--- config.mk ---
export PLATFORM = sky130hd
export DESIGN_NAME = regfile_writeback
export DESIGN_NICKNAME = d
export VERILOG_FILES = /design/src/rtl/regfile_writeback.sv
export SDC_FILE = /design/constraint.sdc
export NUM_CORES = 1
export LEC_CHECK = 0
export ABC_AREA = 1
export ABC_CLOCK_PERIOD_IN_PS = 2800
export CAP_MARGIN = 40
export CORE_ASPECT_RATIO = 0.75
export CORE_MARGIN = 8
export CORE_UTILIZATION = 30
export DETAILED_ROUTE_END_ITERATION = 7
export PLACE_DENSITY_LB_ADDON = 0.05
export REMOVE_ABC_BUFFERS = 1
export SYNTH_ARGS = -nofsm -noshare
export SYNTH_HDL_FRONTEND = slang
export SYNTH_SLANG_ARGS = --single-unit
--- constraint.sdc ---
create_clock -name clock -period 2.8 [get_ports clock]
set_input_delay 0.7 -clock clock [delete_from_list [all_inputs] [get_ports clock]]
set_output_delay 0.7 -clock clock [all_outputs]
set_load 0.1 [all_outputs]
--- src/rtl/regfile_writeback.sv ---
// Write-back sequencer: buffers execute-stage results in order and drives the
// register file write port at most once per clock, dropping writes to register 0.
module regfile_writeback #(
  parameter int DATA_W = 8,
  parameter int ADDR_W = 3,
  parameter int DEPTH  = 4
) (
  input  logic                  clock,
  input  logic                  reset_n,
  input  logic                  flush,
  input  logic                  in_valid,
  output logic                  in_ready,
  input  logic [ADDR_W-1:0]     in_dest,
  input  logic [DATA_W-1:0]     in_data,
  output logic                  RegWrite,
  output logic [ADDR_W-1:0]     EscReg,
  output logic [DATA_W-1:0]     WriteData,
  output logic [(1<<ADDR_W)-1:0] busy_mask,
  output logic [ADDR_W:0]       count
);

  localparam int PTR_W = (DEPTH > 1) ? $clog2(DEPTH) : 1;
  localparam int CNT_W = ADDR_W + 1;
  localparam int NREG  = 1 << ADDR_W;

  logic [ADDR_W-1:0] dest_mem [DEPTH];
  logic [DATA_W-1:0] data_mem [DEPTH];

  logic [PTR_W-1:0]  wr_ptr_reg;
  logic [PTR_W-1:0]  rd_ptr_reg;
  logic [CNT_W-1:0]  count_reg;
  logic              reg_write_reg;
  logic [ADDR_W-1:0] esc_reg_reg;
  logic [DATA_W-1:0] write_data_reg;

  logic              push;
  logic              pop;
  logic [NREG-1:0]   busy_comb;
  logic [NREG-1:0]   slot_mask [DEPTH];

  // in_ready looks only at occupancy, never at a same-cycle pop.
  assign in_ready = reset_n && (count_reg < CNT_W'(DEPTH));
  assign push     = in_valid && in_ready && (in_dest != '0) && !flush;
  assign pop      = (count_reg != '0) && !flush;

  always_ff @(posedge clock) begin
    if (push) begin
      dest_mem[wr_ptr_reg] <= in_dest;
      data_mem[wr_ptr_reg] <= in_data;
    end
  end

  always_ff @(posedge clock or negedge reset_n) begin
    if (!reset_n) begin
      wr_ptr_reg     <= '0;
      rd_ptr_reg     <= '0;
      count_reg      <= '0;
      reg_write_reg  <= 1'b0;
      esc_reg_reg    <= '0;
      write_data_reg <= '0;
    end else if (flush) begin
      wr_ptr_reg    <= '0;
      rd_ptr_reg    <= '0;
      count_reg     <= '0;
      reg_write_reg <= 1'b0;
    end else begin
      if (push) begin
        wr_ptr_reg <= wr_ptr_reg + PTR_W'(1);
      end
      if (pop) begin
        rd_ptr_reg     <= rd_ptr_reg + PTR_W'(1);
        reg_write_reg  <= 1'b1;
        esc_reg_reg    <= dest_mem[rd_ptr_reg];
        write_data_reg <= data_mem[rd_ptr_reg];
      end else begin
        reg_write_reg <= 1'b0;
      end
      count_reg <= count_reg + CNT_W'(push) - CNT_W'(pop);
    end
  end

  // A slot is live when its distance from the read pointer is below the occupancy.
  for (genvar gi = 0; gi < DEPTH; gi++) begin : g_slot
    logic [PTR_W-1:0] offset;
    logic             slot_valid;
    assign offset        = PTR_W'(gi) - rd_ptr_reg;
    assign slot_valid    = CNT_W'(offset) < count_reg;
    assign slot_mask[gi] = slot_valid ? (NREG'(1) << dest_mem[gi]) : '0;
  end

  always_comb begin
    busy_comb = '0;
    for (int i = 0; i < DEPTH; i++) begin
      busy_comb = busy_comb | slot_mask[i];
    end
    if (reg_write_reg) begin
      busy_comb = busy_comb | (NREG'(1) << esc_reg_reg);
    end
    busy_comb[0] = 1'b0;
  end

  assign busy_mask = busy_comb;
  assign count     = count_reg;
  assign RegWrite  = reg_write_reg;
  assign EscReg    = esc_reg_reg;
  assign WriteData = write_data_reg;

endmodule
==> impl_results.md, run 1 <==
- Design Area, Final: 4340 um2
- Total CTS buffers: 9
- Clock Latency Late Sink: approximately 0.32 ns
- Pleak: 1.98 nW
- Routed wire length: just over 8000 um
- Commonest non-fill, non-tap cell in the layout: nand2_1
- Clk pwr share: 0.179
- Clock slew at reported path FFs: approximately 0.05 ns
- Final Hold Violating Endpoints: 0
- Period minus WS final: roughly 2.7 ns
- Crit Path Max Fanout: 7
- Syn Area/Cell: between 8 and 9 um2
- Period utilization: 0.971
- Die Y: 106 um
- # rows: 32
- Switching power: approximately 0.0027 W
- IO Pins: 40
- Die W: roughly 140 um
- Sequential Power Share: 0.239
- Most used DFF post-synth: edfxtp_1
- PwrDens: about 1200 nW/um2
- Routed len/inst: about 14 um
- Initial DRC count: approximately 160
- Setup CP Type: flip-flop to output pin
- Area growth, synth to finish: 35.2%
- Initial antenna violation count: 0
- Area of the mapped netlist: ~3200 um2
- Yosys Warn Count: 0
- Number of antenna diodes: 0
- Fin util: 0.420
- Worst Min Path Start: WriteData[7]
- Share of layout cells above drive strength 1: 0.228
- Largest net degree at the start of global routing: 21
- Initial Util: 0.311
- First-pass detailed-route iteration total: 4
- Hold Crit Depth: 2
- Comb pwr share: 0.582
- Req. time, crit path: between 2 and 2.5 ns
- Fin. max-slew vios: 0
- Setup Skew: ~0.0043 ns
- Global route total overflow: 0
- Switching power as a share of total power: 0.501
- Root Driver: clkbuf_16
- # Max-Cap Violations: 0
- Yosys cell types: 19
- Worst vdd ir: ~0.69 mV
- Worst r2r dst: count[2]
- Finished Layout Cells: roughly 580
- CP Capture Type: output pin
- Vias in the first global route: 2,521
- Internal power: approximately 0.0026 W
- GPL Wtd Cong: between 0.8 and 0.9
- IO buf count: 38
- Register-to-Register Path Depth: 11
- Placed Area: slightly below 4000 um2
- H-tree levels: 3
- Most frequent cells in the layout: 127 x nand2_1, 46 x inv_1, 45 x buf_4
- Core area: slightly above 10,000 um2
- Fillers: 1,043
- CP Launch Type: flip-flop
- Deepest clock path buffer count: 2
- Ys async rst share: 0.313
- RSZ-0062 raised after global routing: yes
- Worst EP arrival: roughly 2 ns
- CTS Sinks: 64
- Final ANT Viol Nets: 0
- Cells after Synth: between 300 and 400
- DRC errors left: 0
- EDFF count, synth: 44
- R2R setup slack: ~0.36 ns
- Worst Hold End: WriteData[7]
- Total track usage: 0.119
- Placed cell count: between 500 and 600
- First-pass GRT wire length: roughly 13,000 um
- Hold/Removal Path Class: flip-flop to flip-flop
- Reg with most FFs: data_mem
- Sequential fraction of the synthesis area: 0.568
- Status: complete, no violations
- Reg-to-reg startpoint: count[2]
- # hold bufs at CTS: 0
- Final net count: 471
- Synthesis-stage register bit count: 64
- Highest Clock Rate: around 370 MHz
- Hpwl dp: about 5900 um
- Number of vias per cell: between 4 and 5
- CTS tree: yes
- Die area: approximately 14,000 um2
- Setup violations, final: 0
- Largest register FFs: 32
- Vias: 2,503
[layout make-up]
type / count / area [um2] / share of cell area
clock buffers: 11 / 233 / 0.0536
clock inverters: 5 / 23.8 / 0.00548
inverters: 53 / 204 / 0.0470
multi-input cells: 247 / 1250 / 0.287
flip-flops and latches: 64 / 1820 / 0.420
well taps: 136 / 170 / 0.0392
repair buffers: 67 / 638 / 0.147
[synth_stat cells, drive strengths merged (2+ instances only)]
cell      n  area share
buf       7       0.014
edfxtp   44        0.41
inv      53       0.062
ha       13       0.051
nor2     39       0.046
nand3    11       0.019
nor3      9       0.014
o21ai     6      0.0094
a21oi     5      0.0078
or2       2      0.0039
nand2   147        0.17
nand4    12       0.023
dfrtp    20        0.16
[metal layers]
layer	GRT usage	part of all wire	vias to the layer above
met1	0.165	0.51	1139
met3	0.0365	0.043	7
met5	0	0	-
met4	0.0379	0.0097	0
li1	-	-	1319
met2	0.174	0.43	38
[worst max path at each step]
stage	cells after the start	start	slack, ns	end
final	12	rd_ptr_reg[0]	0.08	busy_mask[5]
after global routing	12	rd_ptr_reg[0]	-0.04	busy_mask[2]
after CTS	13	rd_ptr_reg[0]	0.0008	busy_mask[1]
after detailed placement	10	reset_n	-0.10	count[2]
after global placement	10	reset_n	-0.06	count[2]
after floorplan	10	count[1]	-0.62	busy_mask[7]
[per-stage QoR]
stage	TNS, ns	hold slack, ns	total power (W)	worst slack [ns]
after detailed placement	-0.134	0.467	0.00411	-0.101
after floorplan	-4.90	0.404	0.00325	-0.617
final	0	0.476	0.00530	0.0801
after CTS	0	0.482	0.00519	0.000771
after global placement	-0.0596	0.464	0.00409	-0.0596
after global routing	-0.149	0.495	0.00566	-0.0356
[timing repair]
item                       4_1_cts  5_1_grt
setup endpoints to repair        7        7
gates resized for setup         12       31
setup buffers                    6        3
pin swaps                        2        9
[logic make-up (layout without fill, tap and decap cells)]
family,after synthesis,count (layout),synth area share
fa+ha+maj,14,14,0.0569
simple gates,220,220,0.278
flops,64,64,0.568
compound gates,12,12,0.0191
buf+inv,61,136,0.0772
other cells,1,1,0.00117
[power groups by stage]
stage / combinational (W) / sequential, W / clock [W]
final: 0.00308 / 0.00127 / 0.000951
after floorplan: 0.00124 / 0.00201 / 0
after CTS: 0.00295 / 0.00126 / 0.000986
after global placement: 0.00282 / 0.00127 / 0
after detailed placement: 0.00284 / 0.00127 / 0
after global routing: 0.00335 / 0.00129 / 0.00103
[worst max-delay path: stages, from the launching register on]
cell	delay (ns)
dfrtp_1	0.42
inv_2	0.08
nor2_4	0.15
nor2_4	0.06
ha_1	0.27
nand2_1	0.06
nand2_2	0.09
nand2_4	0.08
nand2_1	0.08
nand2_1	0.05
nor2_1	0.11
nand2_2	0.08
buf_12	0.17
Note: power is estimated with default switching activity, not from simulation.
==> inputs of run 2 (changes only) <==
--- a/config.mk
+++ b/config.mk
@@ -5,7 +5,6 @@
 export SDC_FILE = /design/constraint.sdc
 export NUM_CORES = 1
 export LEC_CHECK = 0
-export ABC_AREA = 1
 export ABC_CLOCK_PERIOD_IN_PS = 2800
 export CAP_MARGIN = 40
 export CORE_ASPECT_RATIO = 0.75
==> impl_results.md, run 2 <==
- # Max-Cap Violations: 0 (unchanged)
- RSZ-0062 raised after global routing: yes (unchanged)
- Yosys cell types: 52 (was 19)
- GPL Wtd Cong: 0.756 (was 0.821)
- Number of antenna diodes: 0 (unchanged)
- Largest register FFs: 32 (unchanged)
- Most frequent cells in the layout: 47 x buf_4, 44 x edfxtp_1, 19 x dfrtp_1 (was 127 x nand2_1, 46 x inv_1, 45 x buf_4)
- # hold bufs at CTS: 0 (unchanged)
- Commonest non-fill, non-tap cell in the layout: buf_4 (was nand2_1)
- Reg with most FFs: data_mem (unchanged)
- Period utilization: 1.08 (was 0.971)
- Routed len/inst: 17.2 um (was 13.8 um)
- Final ANT Viol Nets: 0 (unchanged)
- CTS Sinks: 64 (unchanged)
- Initial DRC count: 134 (was 162)
- Worst slack, placed: -0.309 ns (was -0.101 ns)
- Die Y: 105 um (was 106 um)
- Area growth, synth to finish: 37.3% (was 35.2%)
- H-tree levels: 3 (unchanged)
- DRC errors left: 0 (unchanged)
- Finished Layout Cells: 438 (was 583)
- CP Capture Type: output pin (unchanged)
- Met3 Use GR: 0.0354 (was 0.0365)
- Initial Util: 0.308 (was 0.311)
- Crit Path Max Fanout: 3 (was 7)
- Setup Skew: 0.00761 ns (was 0.00427 ns)
- Most common cell in the netlist: edfxtp_1 (was nand2_1)
- Final net count: 326 (was 471)
- Number of vias per cell: 4.67 (was 4.29)
- Root Driver: clkbuf_16 (unchanged)
- Setup violations, final: 7 (was 0)
- IO Pins: 40 (unchanged)
- Design Area, Final: 4350 um2 (was 4340 um2)
- Routed wire length: 7510 um (was 8070 um)
- Synthesis-stage register bit count: 64 (unchanged)
- Yosys Warn Count: 0 (unchanged)
- Core area: 10,300 um2 (about the same)
- Cells after Synth: 223 (was 372)
- Critical Path Max Stage Delay: 0.54 ns (was 0.42 ns)
- Worst Slack Setup Final: -0.224 ns (was 0.0801 ns)
- Min Hold Slack: 0.508 ns (was 0.476 ns)
- Met1 GRT Util: 0.153 (was 0.165)
- Die area: 14,100 um2 (was 14,300 um2)
- Status: finished, violations left (was complete, no violations)
- Sequential fraction of the synthesis area: 0.575 (was 0.568)
- First-pass detailed-route iteration total: 4 (unchanged)
- Clock slew at reported path FFs: 0.06 ns (was 0.05 ns)
- Syn Area/Cell: 14.2 um2 (was 8.62 um2)
- Met2 GRT Util: 0.154 (was 0.174)
- Fin. max-slew vios: 0 (unchanged)
- Vias: 2,044 (was 2,503)
- Setup CP Type: flip-flop to output pin (unchanged)
- Total CTS buffers: 9 (unchanged)
- Fillers: 957 (was 1,043)
- Global route hottest layer: met2 (unchanged)
- Area of the mapped netlist: 3170 um2 (was 3210 um2)
- Global route total overflow: 0 (unchanged)
- Placed cell count: 415 (was 558)
- Ranking of synthesized cells by area: edfxtp_1 42%, dfrtp_1 16%, mux4_2 5.7%, ha_1 5.1%, mux2_4 2.8% (was edfxtp_1 41%, nand2_1 17%, dfrtp_1 16%, inv_1 6.2%, ha_1 5.1%)
- CP Launch Type: flip-flop (unchanged)
- Placed Area: 3890 um2 (was 3900 um2)
- CTS tree: yes (unchanged)
- Synth top cells by count: 44 x edfxtp_1, 20 x dfrtp_1, 16 x inv_1 (was 147 x nand2_1, 53 x inv_1, 44 x edfxtp_1)
- Most used DFF post-synth: edfxtp_1 (unchanged)
- Deepest clock path buffer count: 2 (unchanged)
- Clock Latency Late Sink: 0.32 ns (about the same)
- Req. time, crit path: 2.10 ns (about the same)
- Ys async rst share: 0.313 (unchanged)
- R2R setup slack: 0.32 ns (was 0.36 ns)
- Share of layout cells above drive strength 1: 0.364 (was 0.228)
- Die W: 135 um (about the same)
- Period minus WS final: 3.02 ns (was 2.72 ns)
- Highest Clock Rate: 331 MHz (was 368 MHz)
- Initial antenna violation count: 0 (unchanged)
- Failing checks: negative setup slack
- Critical Path, Cell by Cell: xor2_2 -> ha_1 -> nand2_2 -> o21ai_2 -> or4_4 -> nand4_1 -> buf_12 (was inv_2 -> nor2_4 -> nor2_4 -> ha_1 -> nand2_1 -> nand2_2 -> nand2_4 -> nand2_1 -> nand2_1 -> nor2_1 -> nand2_2 -> buf_12)
- Total track usage: 0.110 (was 0.119)
- Slowest CP cell: or4_4 (was dfrtp_1)
- Multi-input gate area: 1330 um2 (was 1250 um2)
- Largest net degree at the start of global routing: 21 (unchanged)
- FF+latch area: 1820 um2 (unchanged)
- EDFF count, synth: 44 (unchanged)
- Worst EP arrival: 2.32 ns (was 2.02 ns)
- Hpwl dp: 5380 um (was 5910 um)
- Vias in the first global route: 2,078 (was 2,521)
- # rows: 32 (unchanged)
- Final Hold Violating Endpoints: 0 (unchanged)
- First-pass GRT wire length: 11,800 um (was 13,100 um)
- Hold/Removal Path Class: flip-flop to flip-flop (unchanged)
- IO buf count: 38 (unchanged)
- Synth top area share: 0.417 (was 0.412)
- Yosys top cell by area: edfxtp_1 (unchanged)
[run 2: cell count changes in the layout (fill, tap and decap cells not counted), sizes merged, moves of 5 or more]
cell / delta
mux4: +11
and2: +5
nand3: -8
nor2: -27
nor2b: +10
nand2: -136
mux2: +11
nand4: -8
inv: -36
nor3: -8
[run 2: timing repair]
action,4_1_cts,5_1_grt
resized for setup,1,21
buffers inserted,2,5
setup endpoints to repair,7,10
pin swaps,3,10
[run 2: final cells by class]
type,count,area share
sequential,64,0.419
tap,136,0.0391
inverter,16,0.0138
clock inverter,2,0.00259
multi-input combinational,136,0.305
timing repair buffer,70,0.155
clock buffer,14,0.0656
[run 2: through the flow]
step	utilization	TNS (ns)
2_1_floorplan	-	-37.40
3_3_place_gp	0.378	-0.577
3_5_place_dp	0.378	-0.829
4_1_cts	0.409	-0.983
5_1_grt	0.423	-1.84
6_report	0.423	-1.07
[run 2: routing by layer]
layer  routed length, um  up-vias  part of all wire
met5                   0        -                 0
met4                  97        0             0.013
met3                 315        8             0.042
met2                3230       38              0.43
met1                3870     1008              0.52
li1                    -      990                 -
[run 2: kinds of logic (layout without fill, tap and decap cells)]
| group | count (synthesis) | after routing | share of synthesized area |
|---|---|---|---|
| fa+ha+maj | 14 | 14 | 0.0576 |
| compound gates | 27 | 27 | 0.0639 |
| buf+inv | 23 | 102 | 0.0379 |
| mux | 23 | 23 | 0.131 |
| other cells | 1 | 1 | 0.00118 |
| flops | 64 | 64 | 0.575 |
| xor+xnor | 6 | 6 | 0.0166 |
| simple gates | 65 | 65 | 0.117 |
[run 2: path summary, 6_finish.rpt]
| path | from | to | cells after the start |
|---|---|---|---|
| min in group asynchronous | reset_n | WriteData[1] | 2 |
| min | WriteData[6] | WriteData[6] | 1 |
| max | rd_ptr_reg[1] | busy_mask[1] | 7 |
| max in group asynchronous | reset_n | rd_ptr_reg[1] | 2 |
| max reg2reg | count[2] | count[2] | 12 |
| min reg2reg | WriteData[6] | WriteData[6] | 1 |
[run 2: worst max-delay path: cells and delay by family (launching register included)]
| kind | cells | cell delay (ns) |
|---|---|---|
| buffers and inverters | 1 | 0.19 |
| DFF | 1 | 0.43 |
| and+or+nand+nor | 3 | 0.79 |
| adders and majority gates | 1 | 0.33 |
| AOI/OAI and AO/OA | 1 | 0.07 |
| xor gates and xnor gates | 1 | 0.19 |
Power of run 2 is not shown: default switching activity piles up to over one toggle a cycle in this logic, so the estimate is an artifact.
